`src/rtl/memory_fifo_pkg.sv`:
```
// memory_fifo_pkg: address-width and wrap-bit pointer helpers for memory_fifo_ctrl
package memory_fifo_pkg;
  function automatic int addr_w(input int lines);
    return $clog2(lines) + 1;
  endfunction
  function automatic logic [31:0] ptr_occ(input logic [31:0] w, input logic [31:0] r, input int aw);
    return (w - r) & ((32'd1 << aw) - 32'd1);
  endfunction
  function automatic logic ptrs_full(input logic [31:0] w, input logic [31:0] r, input int aw);
    return (w ^ r) == (32'd1 << (aw - 1));
  endfunction
endpackage

```
`src/rtl/memory_fifo_ctrl_if.sv`:
```
// memory_fifo_ctrl_if: stream, memory and status signals of memory_fifo_ctrl
interface memory_fifo_ctrl_if import memory_fifo_pkg::*; #(parameter int LINES_NUM = 8, parameter int DATA_WIDTH = 4);
  localparam int ADDR_W = addr_w(LINES_NUM);
  logic in_valid, in_ready, out_valid, out_ready, mem_wr_en, mem_rd_en, full, empty;
  logic [DATA_WIDTH-1:0] in_data, out_data, mem_wr_data, mem_rd_data;
  logic [ADDR_W-1:0] mem_wr_addr, mem_rd_addr, count;
  modport slave (
    input in_valid, in_data, out_ready, mem_rd_data,
    output in_ready, out_valid, out_data, mem_wr_en, mem_wr_addr, mem_wr_data,
    mem_rd_en, mem_rd_addr, count, full, empty
  );
  modport master (
    output in_valid, in_data, out_ready, mem_rd_data,
    input in_ready, out_valid, out_data, mem_wr_en, mem_wr_addr, mem_wr_data,
    mem_rd_en, mem_rd_addr, count, full, empty
  );
endinterface

```
`src/rtl/fifo_ptr.sv`:
```
// fifo_ptr: wrap-bit pointer, MSB toggles each time the index bits wrap
module fifo_ptr #(parameter int W = 4) (
  input  logic clk,
  input  logic rst,
  input  logic inc,
  output logic [W-1:0] ptr
);
  always_ff @(posedge clk or posedge rst)
    if (rst) ptr <= '0;
    else ptr <= ptr + W'(inc);
endmodule

```
`src/rtl/memory_fifo_ctrl.sv`:
```
// memory_fifo_ctrl: valid/ready FIFO over an external memory with a one-word prefetch register
module memory_fifo_ctrl import memory_fifo_pkg::*; #(parameter int LINES_NUM = 8, parameter int DATA_WIDTH = 4) (
  input logic clk,
  input logic rst,
  memory_fifo_ctrl_if.slave bus
);
  localparam int ADDR_W = addr_w(LINES_NUM);
  logic [ADDR_W-1:0] wptr, rptr;
  logic [DATA_WIDTH-1:0] out_data;
  logic out_valid, mem_full, mem_empty, push, load, pop;
  fifo_ptr #(.W(ADDR_W)) u_wptr (.clk(clk), .rst(rst), .inc(push), .ptr(wptr));
  fifo_ptr #(.W(ADDR_W)) u_rptr (.clk(clk), .rst(rst), .inc(load), .ptr(rptr));
  assign mem_full  = ptrs_full(32'(wptr), 32'(rptr), ADDR_W);
  assign mem_empty = wptr == rptr;
  assign push = bus.in_valid && !mem_full;
  assign load = !mem_empty && (!out_valid || bus.out_ready);
  assign pop  = out_valid && bus.out_ready;
  assign bus.in_ready    = !mem_full;
  assign bus.mem_wr_en   = push;
  assign bus.mem_wr_addr = {1'b0, wptr[ADDR_W-2:0]};
  assign bus.mem_wr_data = bus.in_data;
  assign bus.mem_rd_en   = load;
  assign bus.mem_rd_addr = {1'b0, rptr[ADDR_W-2:0]};
  assign bus.out_valid   = out_valid;
  assign bus.out_data    = out_data;
  assign bus.count       = ADDR_W'(ptr_occ(32'(wptr), 32'(rptr), ADDR_W)) + ADDR_W'(out_valid);
  assign bus.full        = mem_full;
  assign bus.empty       = bus.count == '0;
  // a load refills the register even while it is being popped, so no bubble
  always_ff @(posedge clk or posedge rst)
    if (rst) begin
      out_valid <= 1'b0;
      out_data  <= '0;
    end else if (load) begin
      out_valid <= 1'b1;
      out_data  <= bus.mem_rd_data;
    end else if (pop) begin
      out_valid <= 1'b0;
    end
endmodule

```
`src/flat_wrapper.sv`:
```
// flat-port wrapper written by rule: the top's interface ports become plain ports
module memory_fifo_ctrl_flat import memory_fifo_pkg::*;
#(parameter int LINES_NUM = 8, parameter int DATA_WIDTH = 4)
  (clk, rst, bus_in_valid, bus_in_data, bus_out_ready, bus_mem_rd_data, bus_in_ready, bus_out_valid, bus_out_data, bus_mem_wr_en, bus_mem_wr_addr, bus_mem_wr_data, bus_mem_rd_en, bus_mem_rd_addr, bus_count, bus_full, bus_empty);
  memory_fifo_ctrl_if #(.LINES_NUM(LINES_NUM), .DATA_WIDTH(DATA_WIDTH)) bus_i ();
  input logic clk;
  input logic rst;
  input wire logic [$bits(bus_i.in_valid)-1:0] bus_in_valid;
  input wire logic [$bits(bus_i.in_data)-1:0] bus_in_data;
  input wire logic [$bits(bus_i.out_ready)-1:0] bus_out_ready;
  input wire logic [$bits(bus_i.mem_rd_data)-1:0] bus_mem_rd_data;
  output wire logic [$bits(bus_i.in_ready)-1:0] bus_in_ready;
  output wire logic [$bits(bus_i.out_valid)-1:0] bus_out_valid;
  output wire logic [$bits(bus_i.out_data)-1:0] bus_out_data;
  output wire logic [$bits(bus_i.mem_wr_en)-1:0] bus_mem_wr_en;
  output wire logic [$bits(bus_i.mem_wr_addr)-1:0] bus_mem_wr_addr;
  output wire logic [$bits(bus_i.mem_wr_data)-1:0] bus_mem_wr_data;
  output wire logic [$bits(bus_i.mem_rd_en)-1:0] bus_mem_rd_en;
  output wire logic [$bits(bus_i.mem_rd_addr)-1:0] bus_mem_rd_addr;
  output wire logic [$bits(bus_i.count)-1:0] bus_count;
  output wire logic [$bits(bus_i.full)-1:0] bus_full;
  output wire logic [$bits(bus_i.empty)-1:0] bus_empty;
  assign bus_i.in_valid = bus_in_valid;
  assign bus_i.in_data = bus_in_data;
  assign bus_i.out_ready = bus_out_ready;
  assign bus_i.mem_rd_data = bus_mem_rd_data;
  assign bus_in_ready = bus_i.in_ready;
  assign bus_out_valid = bus_i.out_valid;
  assign bus_out_data = bus_i.out_data;
  assign bus_mem_wr_en = bus_i.mem_wr_en;
  assign bus_mem_wr_addr = bus_i.mem_wr_addr;
  assign bus_mem_wr_data = bus_i.mem_wr_data;
  assign bus_mem_rd_en = bus_i.mem_rd_en;
  assign bus_mem_rd_addr = bus_i.mem_rd_addr;
  assign bus_count = bus_i.count;
  assign bus_full = bus_i.full;
  assign bus_empty = bus_i.empty;
  memory_fifo_ctrl #(.LINES_NUM(LINES_NUM), .DATA_WIDTH(DATA_WIDTH)) u_core (.clk(clk), .rst(rst), .bus(bus_i));
endmodule
```
`config.mk`:
```
export PLATFORM = sky130hd
export DESIGN_NAME = memory_fifo_ctrl_flat
export DESIGN_NICKNAME = d
export VERILOG_FILES = /design/src/rtl/memory_fifo_pkg.sv /design/src/rtl/memory_fifo_ctrl_if.sv /design/src/rtl/fifo_ptr.sv /design/src/rtl/memory_fifo_ctrl.sv /design/src/flat_wrapper.sv
export SDC_FILE = /design/constraint.sdc
export NUM_CORES = 1
export LEC_CHECK = 0
export ABC_CLOCK_PERIOD_IN_PS = 2920
export CORE_MARGIN = 2
export CORE_UTILIZATION = 55
export DETAILED_ROUTE_END_ITERATION = 10
export DONT_BUFFER_PORTS = 1
export GPL_TIMING_DRIVEN = 1
export PLACE_DENSITY_LB_ADDON = 0.08
export SYNTH_ARGS = -nofsm -noshare
export SYNTH_HDL_FRONTEND = slang
export SYNTH_SLANG_ARGS = --single-unit
```
`constraint.sdc`:
```
create_clock -name clk -period 2.92 [get_ports clk]
set_input_delay 0.584 -clock clk [delete_from_list [all_inputs] [get_ports clk]]
set_output_delay 0.584 -clock clk [all_outputs]
set_load 0.1 [all_outputs]
```
======== After elaboration in Yosys (flattened, before gate mapping) ========
Index checks and enable logic that the tools add are counted.
storage, ports and cells
  input port bits ......................... 12
  word-level logic and storage cells ...... 22
  output and inout port bits .............. 26
  register bits ........................... 13
cells by class
  reductions and logical operators ........ 9
  bitwise operators ....................... 1
  eq/ne operators ......................... 2
  add/subtract/negate cells ............... 4
  mux-type cells .......................... 2
operators by type and width
  cell                                             number
  == test 32 x 4 -> 1 bit (second input constant)  1
  adder 4 x 1 -> 4 bit                             3
  == test 4 bit                                    1
  logical NOT 4 bit                                1
  subtractor 4 bit                                 1
  XOR 4 bit                                        1
  logical AND 1 bit                                3
  logical NOT 1 bit                                3
  two-way mux 1 bit                                2
  nonzero test 2 bit                               1
  logical OR 1 bit                                 1

======== Longest topological paths before layout ========
  depth in word-level cells ............... 5
  mapped depth ............................ 8
  gate-level depth less buffers ........... 8

======== Modules after synthesis ========
Synthesis repeated with hierarchy kept, for this count alone.
unflattened totals
  cell total of the unflattened synthesis .. 72
  area total of the unflattened synthesis .. 795.8 um^2
by module, submodules not included
  module            seq. area each (um^2)  cells an instance  area an instance (um^2)  times used
  memory_fifo_ctrl  125.1                  52                 493.0                    1
  fifo_ptr          100.1                  10                 151.4                    2

======== Worst setup path before layout ========
Ideal clock, no wire load.
  path type ............................... reg-to-output
  start point ............................. register u_core.out_valid, in the netlist u_core.bus.out_valid
  end point ............................... output port bus_empty
  buffers on the path ..................... 0
  arrival time ............................ 4951 ps
  setup slack ............................. -2615 ps
  stages on the path, launching flop included .. 9
  data required time ...................... 2336 ps
  path through ............................ dfrtp_1 inv_1 ha_1 inv_1 ha_1 fa_1 xor2_1 or3_1 nor3_1
between the ends
  word-level cells in the longest chain between the ends .. 2
ends and longest elaborated chain
  what                      RTL line                RTL
  start: declaration        memory_fifo_ctrl.sv:10  logic out_valid, mem_full, mem_empty, push, load, pop;
  start signal: assignment  memory_fifo_ctrl.sv:32  out_valid <= 1'b0;
  start signal: assignment  memory_fifo_ctrl.sv:35  out_valid <= 1'b1;
  start signal: assignment  memory_fifo_ctrl.sv:38  out_valid <= 1'b0;
  adder 4 x 1 -> 4 bit      memory_fifo_ctrl.sv:26  assign bus.count = ADDR_W'(ptr_occ(32'(wptr), 32'(rptr), ADDR_W)) + ADDR_W'(out_valid);
  named net bus_count[2]    flat_wrapper.sv:20      output wire logic [$bits(bus_i.count)-1:0] bus_count;
  logical NOT 4 bit         memory_fifo_ctrl.sv:28  assign bus.empty = bus.count == '0;
  end: declaration          flat_wrapper.sv:22      output wire logic [$bits(bus_i.empty)-1:0] bus_empty;
The timed path passes the listed nets, and every way through them passes these cells.

======== Worst setup path in the final report ========
  start point ............................. register u_core.u_rptr.ptr[0]
  end point ............................... output port bus_empty
between the ends
  word-level cells in the longest chain between the ends .. 3
ends and longest elaborated chain
  what                      RTL line                RTL
  start: declaration        fifo_ptr.sv:6           output logic [W-1:0] ptr
  start signal: assignment  fifo_ptr.sv:10          else ptr <= ptr + W'(inc);
  subtractor 4 bit          memory_fifo_pkg.sv:7    return (w - r) & ((32'd1 << aw) - 32'd1);
  adder 4 x 1 -> 4 bit      memory_fifo_ctrl.sv:26
  logical NOT 4 bit         memory_fifo_ctrl.sv:28
No other way between the ends.

==> impl_metrics.json <==
{
  "routed_via_density": 5.08,
  "critPathMaxFanout": 2,
  "firstDrtPassIters": 2,
  "gp_congestion": 0.801,
  "detail_route.iter0.violations": 3,
  "crit_type": "reg2out",
  "post-place-cells": 96,
  "fp.dieW_um": 43.3,
  "path_cells": "ha_4, inv_2, ha_4, fa_2, xor2_4, or3_4, nor3_4, buf_12",
  "finalHoldViolations": 0,
  "global_route.overflow_total": 0,
  "clock_sink_count": 13,
  "worst_setup_hold_path_clk_slew_ns": 0.08,
  "worst_slew_margin_rel_pct": 40.0,
  "crit_path_start": "u_core.u_rptr.ptr[0]$_DFF_PP0_",
  "gr-usage-all-layers_pct": 18.3,
  "mappedNetlistArea_sq_um": 848,
  "worstSetupEndpointType": "output port",
  "buffers_and_inverters_on_the_worst_path": 2,
  "diodes": 0,
  "cts_tree": "done",
  "antenna_violating_nets_post_route": 0,
  "fin_crit_ns": 3.08,
  "mostFrequentLayoutCells": "13 x sky130_fd_sc_hd__buf_4, 12 x sky130_fd_sc_hd__dfrtp_1, 8 x sky130_fd_sc_hd__ha_1",
  "antenna_found_initial": 0,
  "insertion_delay_ns": 0.27,
  "fillerInstances": 104,
  "status": "finished, violations left",
  "post-dp-hpwl_um": 1190,
  "rsz0062_at_grt": "true",
  "layout-drive-gt1-share_pct": 47.1,
  "peak_clock_frequency_supported_by_timing_mhz": 325,
  "core_area_sq_mm": 0.00147,
  "cp_slowest_cell": "sky130_fd_sc_hd__dfrtp_1",
  "initial_core_util_pct": 57.7,
  "row_count": 14,
  "final_critical_path_setup_slack_ns": -0.160,
  "worst_clock_skew_ns": 0.00266,
  "post_layout_nonfiller_instances": 101,
  "post-route-drc-count": 0,
  "io_buffer_count": 0,
  "die_h_um": 43.3,
  "critPathMostFrequentCell": "sky130_fd_sc_hd__ha_4",
  "min_period_over_period_pct": 105,
  "gate_count_post_synth": 74,
  "clockRootBuffer": "sky130_fd_sc_hd__clkbuf_4",
  "cp_data_required_time_ns": 2.34,
  "pin_count": 38,
  "timing_max_transition_violations_final": 0,
  "cts_buffers": 3,
  "layout_commonest_cell": "sky130_fd_sc_hd__buf_4",
  "synth_cell_type_count": 25,
  "critical_path.startpoint_type": "register",
  "timing.rr.start": "u_core.u_rptr.ptr[0]$_DFF_PP0_",
  "yosys_register_bits": 13,
  "maxCapViolCount": 0,
  "ys.warnings.count": 0,
  "area_delta_synth_final_pct": 27.4,
  "finish.net_count": 109,
  "critPathMaxStageDelay_ns": 0.42,
  "failed_checks": "negative setup slack",
  "cp_data_arrival_time_ns": 2.50,
  "first_global_vias": 583,
  "dieArea_sq_mm": 0.00187,
  "place_ws_ns": 0.0709,
  "vias": 513,
  "worst_pin_slew_ns": 0.900,
  "fin_hold_ws_ns": 0.214,
  "cts_htree_levels": 1,
  "grt_start_max_net_pins": 14,
  "hold_class": "in2async",
  "wl_per_cell_um": 13.9,
  "setup_violations": 1,
  "routed_wirelength_um": 1410,
  "synth_seq_area_share_pct": 38.3,
  "post_synth.cell_area_avg_sq_um": 11.5,
  "grt_pass1_wl_um": 2440,
  "cts-root-to-sink-buffers": 2,
  "worst_path_dominant_cell_family": "adder cells"
}
-- flip-flops by register name (all words and copies together) (netlist names) --
signal	flops
u_core.bus.out_data	4
u_core.bus.out_valid	1
u_core.u_rptr.ptr	4
u_core.u_wptr.ptr	4
-- area by class of cell --
cell class	instances	area, sq um	area share, %
Clock buffer	4	26.3	2.43
Inverter	7	26.3	2.43
Multi-Input combinational cell	43	482	44.6
Sequential cell	13	329	30.4
Tap cell	16	20.0	1.85
Timing Repair Buffer	18	198	18.3
-- cell families (layout without fill, tap and decap cells) --
group                    Yosys count  after routing  synth area share (%)
multiplexers                       4              4                  5.31
XOR/XNOR                           8              8                  10.9
adder cells (fa/ha/maj)           11             11                  17.1
flip-flops                        13             13                  38.3
AND/OR/NAND/NOR                   14             14                  9.29
other                              1              2                 0.442
AO/OA/AOI/OAI                      4              4                  4.87
buffers and inverters             19             29                  13.7
-- path summary, 6_finish.rpt --
| path | end | slack, ns | depth (start not counted) |
|---|---|---|---|
| max | bus_empty | -0.16 | 8 |
| min | u_core.u_wptr.ptr[0]$_DFF_PP0_ | 0.21 | 1 |
| max reg2reg | u_core.u_wptr.ptr[3]$_DFF_PP0_ | 0.86 | 7 |
| min reg2reg | u_core.u_rptr.ptr[3]$_DFF_PP0_ | 0.56 | 1 |
| max in group asynchronous | u_core.bus.out_valid$_DFFE_PP0P_ | 2.34 | 1 |
| min in group clk | u_core.bus.out_data[3]$_DFFE_PP0P_ | 0.46 | 1 |
-- cell usage after synthesis, drive strengths merged --
master	count	share of area [%]
nor3b	1	0.89
nor3	1	0.59
nand2b	1	0.74
mux2	4	5.3
xor2	5	6.0
or3	1	0.74
nand2	2	0.89
nand3	3	1.8
nor2	1	0.44
ha	10	15
and3	1	0.74
and2	1	0.89
a21oi	1	0.59
fa	1	2.4
conb	1	0.44
buf	12	11
xor3	1	2.8
nand3b	1	0.89
o31ai	1	2.5
a21boi	2	1.8
xnor2	2	2.1
or2	1	0.74
inv	7	3.1
dfrtp	13	38
-- worst register-to-register path, stage by stage (launching register included) --
cell and delay, ns:
sky130_fd_sc_hd__dfrtp_1 0.41, sky130_fd_sc_hd__buf_4 0.33, sky130_fd_sc_hd__xor2_1 0.31, sky130_fd_sc_hd__nor2_1 0.14, sky130_fd_sc_hd__a21boi_2 0.25, sky130_fd_sc_hd__ha_1 0.23, sky130_fd_sc_hd__nand3_1 0.11, sky130_fd_sc_hd__xnor2_1 0.16
-- through the flow --
| step | area [sq um] | util [%] | TNS, ns |
|---|---|---|---|
| floorplan | 900 | - | -0.727 |
| global placement | 1020 | 69.3 | 0 |
| CTS | 1080 | 73.1 | -0.179 |
| finish | 1080 | 73.5 | -0.160 |
| detailed placement | 1020 | 69.3 | 0 |
| global route | 1080 | 73.5 | -0.263 |
-- timing repair --
action | 4_1_cts | 5_1_grt
resized for setup | 3 | 2
pin swaps | 5 | 0
setup endpoints to repair | 1 | 2
setup buffers | 1 | 0
hold buffers | 0 | 0
-- routing by layer --
metal | share of wire [%] | vias to the layer above | track usage [%] | routed length, um
met4 | 1.1 | 0 | 9.09 | 15
met5 | 0 | - | 0 | 0
li1 | - | 251 | - | -
met3 | 7.3 | 2 | 5.53 | 103
met2 | 48 | 21 | 27.5 | 676
met1 | 43 | 239 | 23.8 | 611
Power is not shown: default switching activity piles up to over one toggle a cycle in this logic, so the estimate is an artifact.
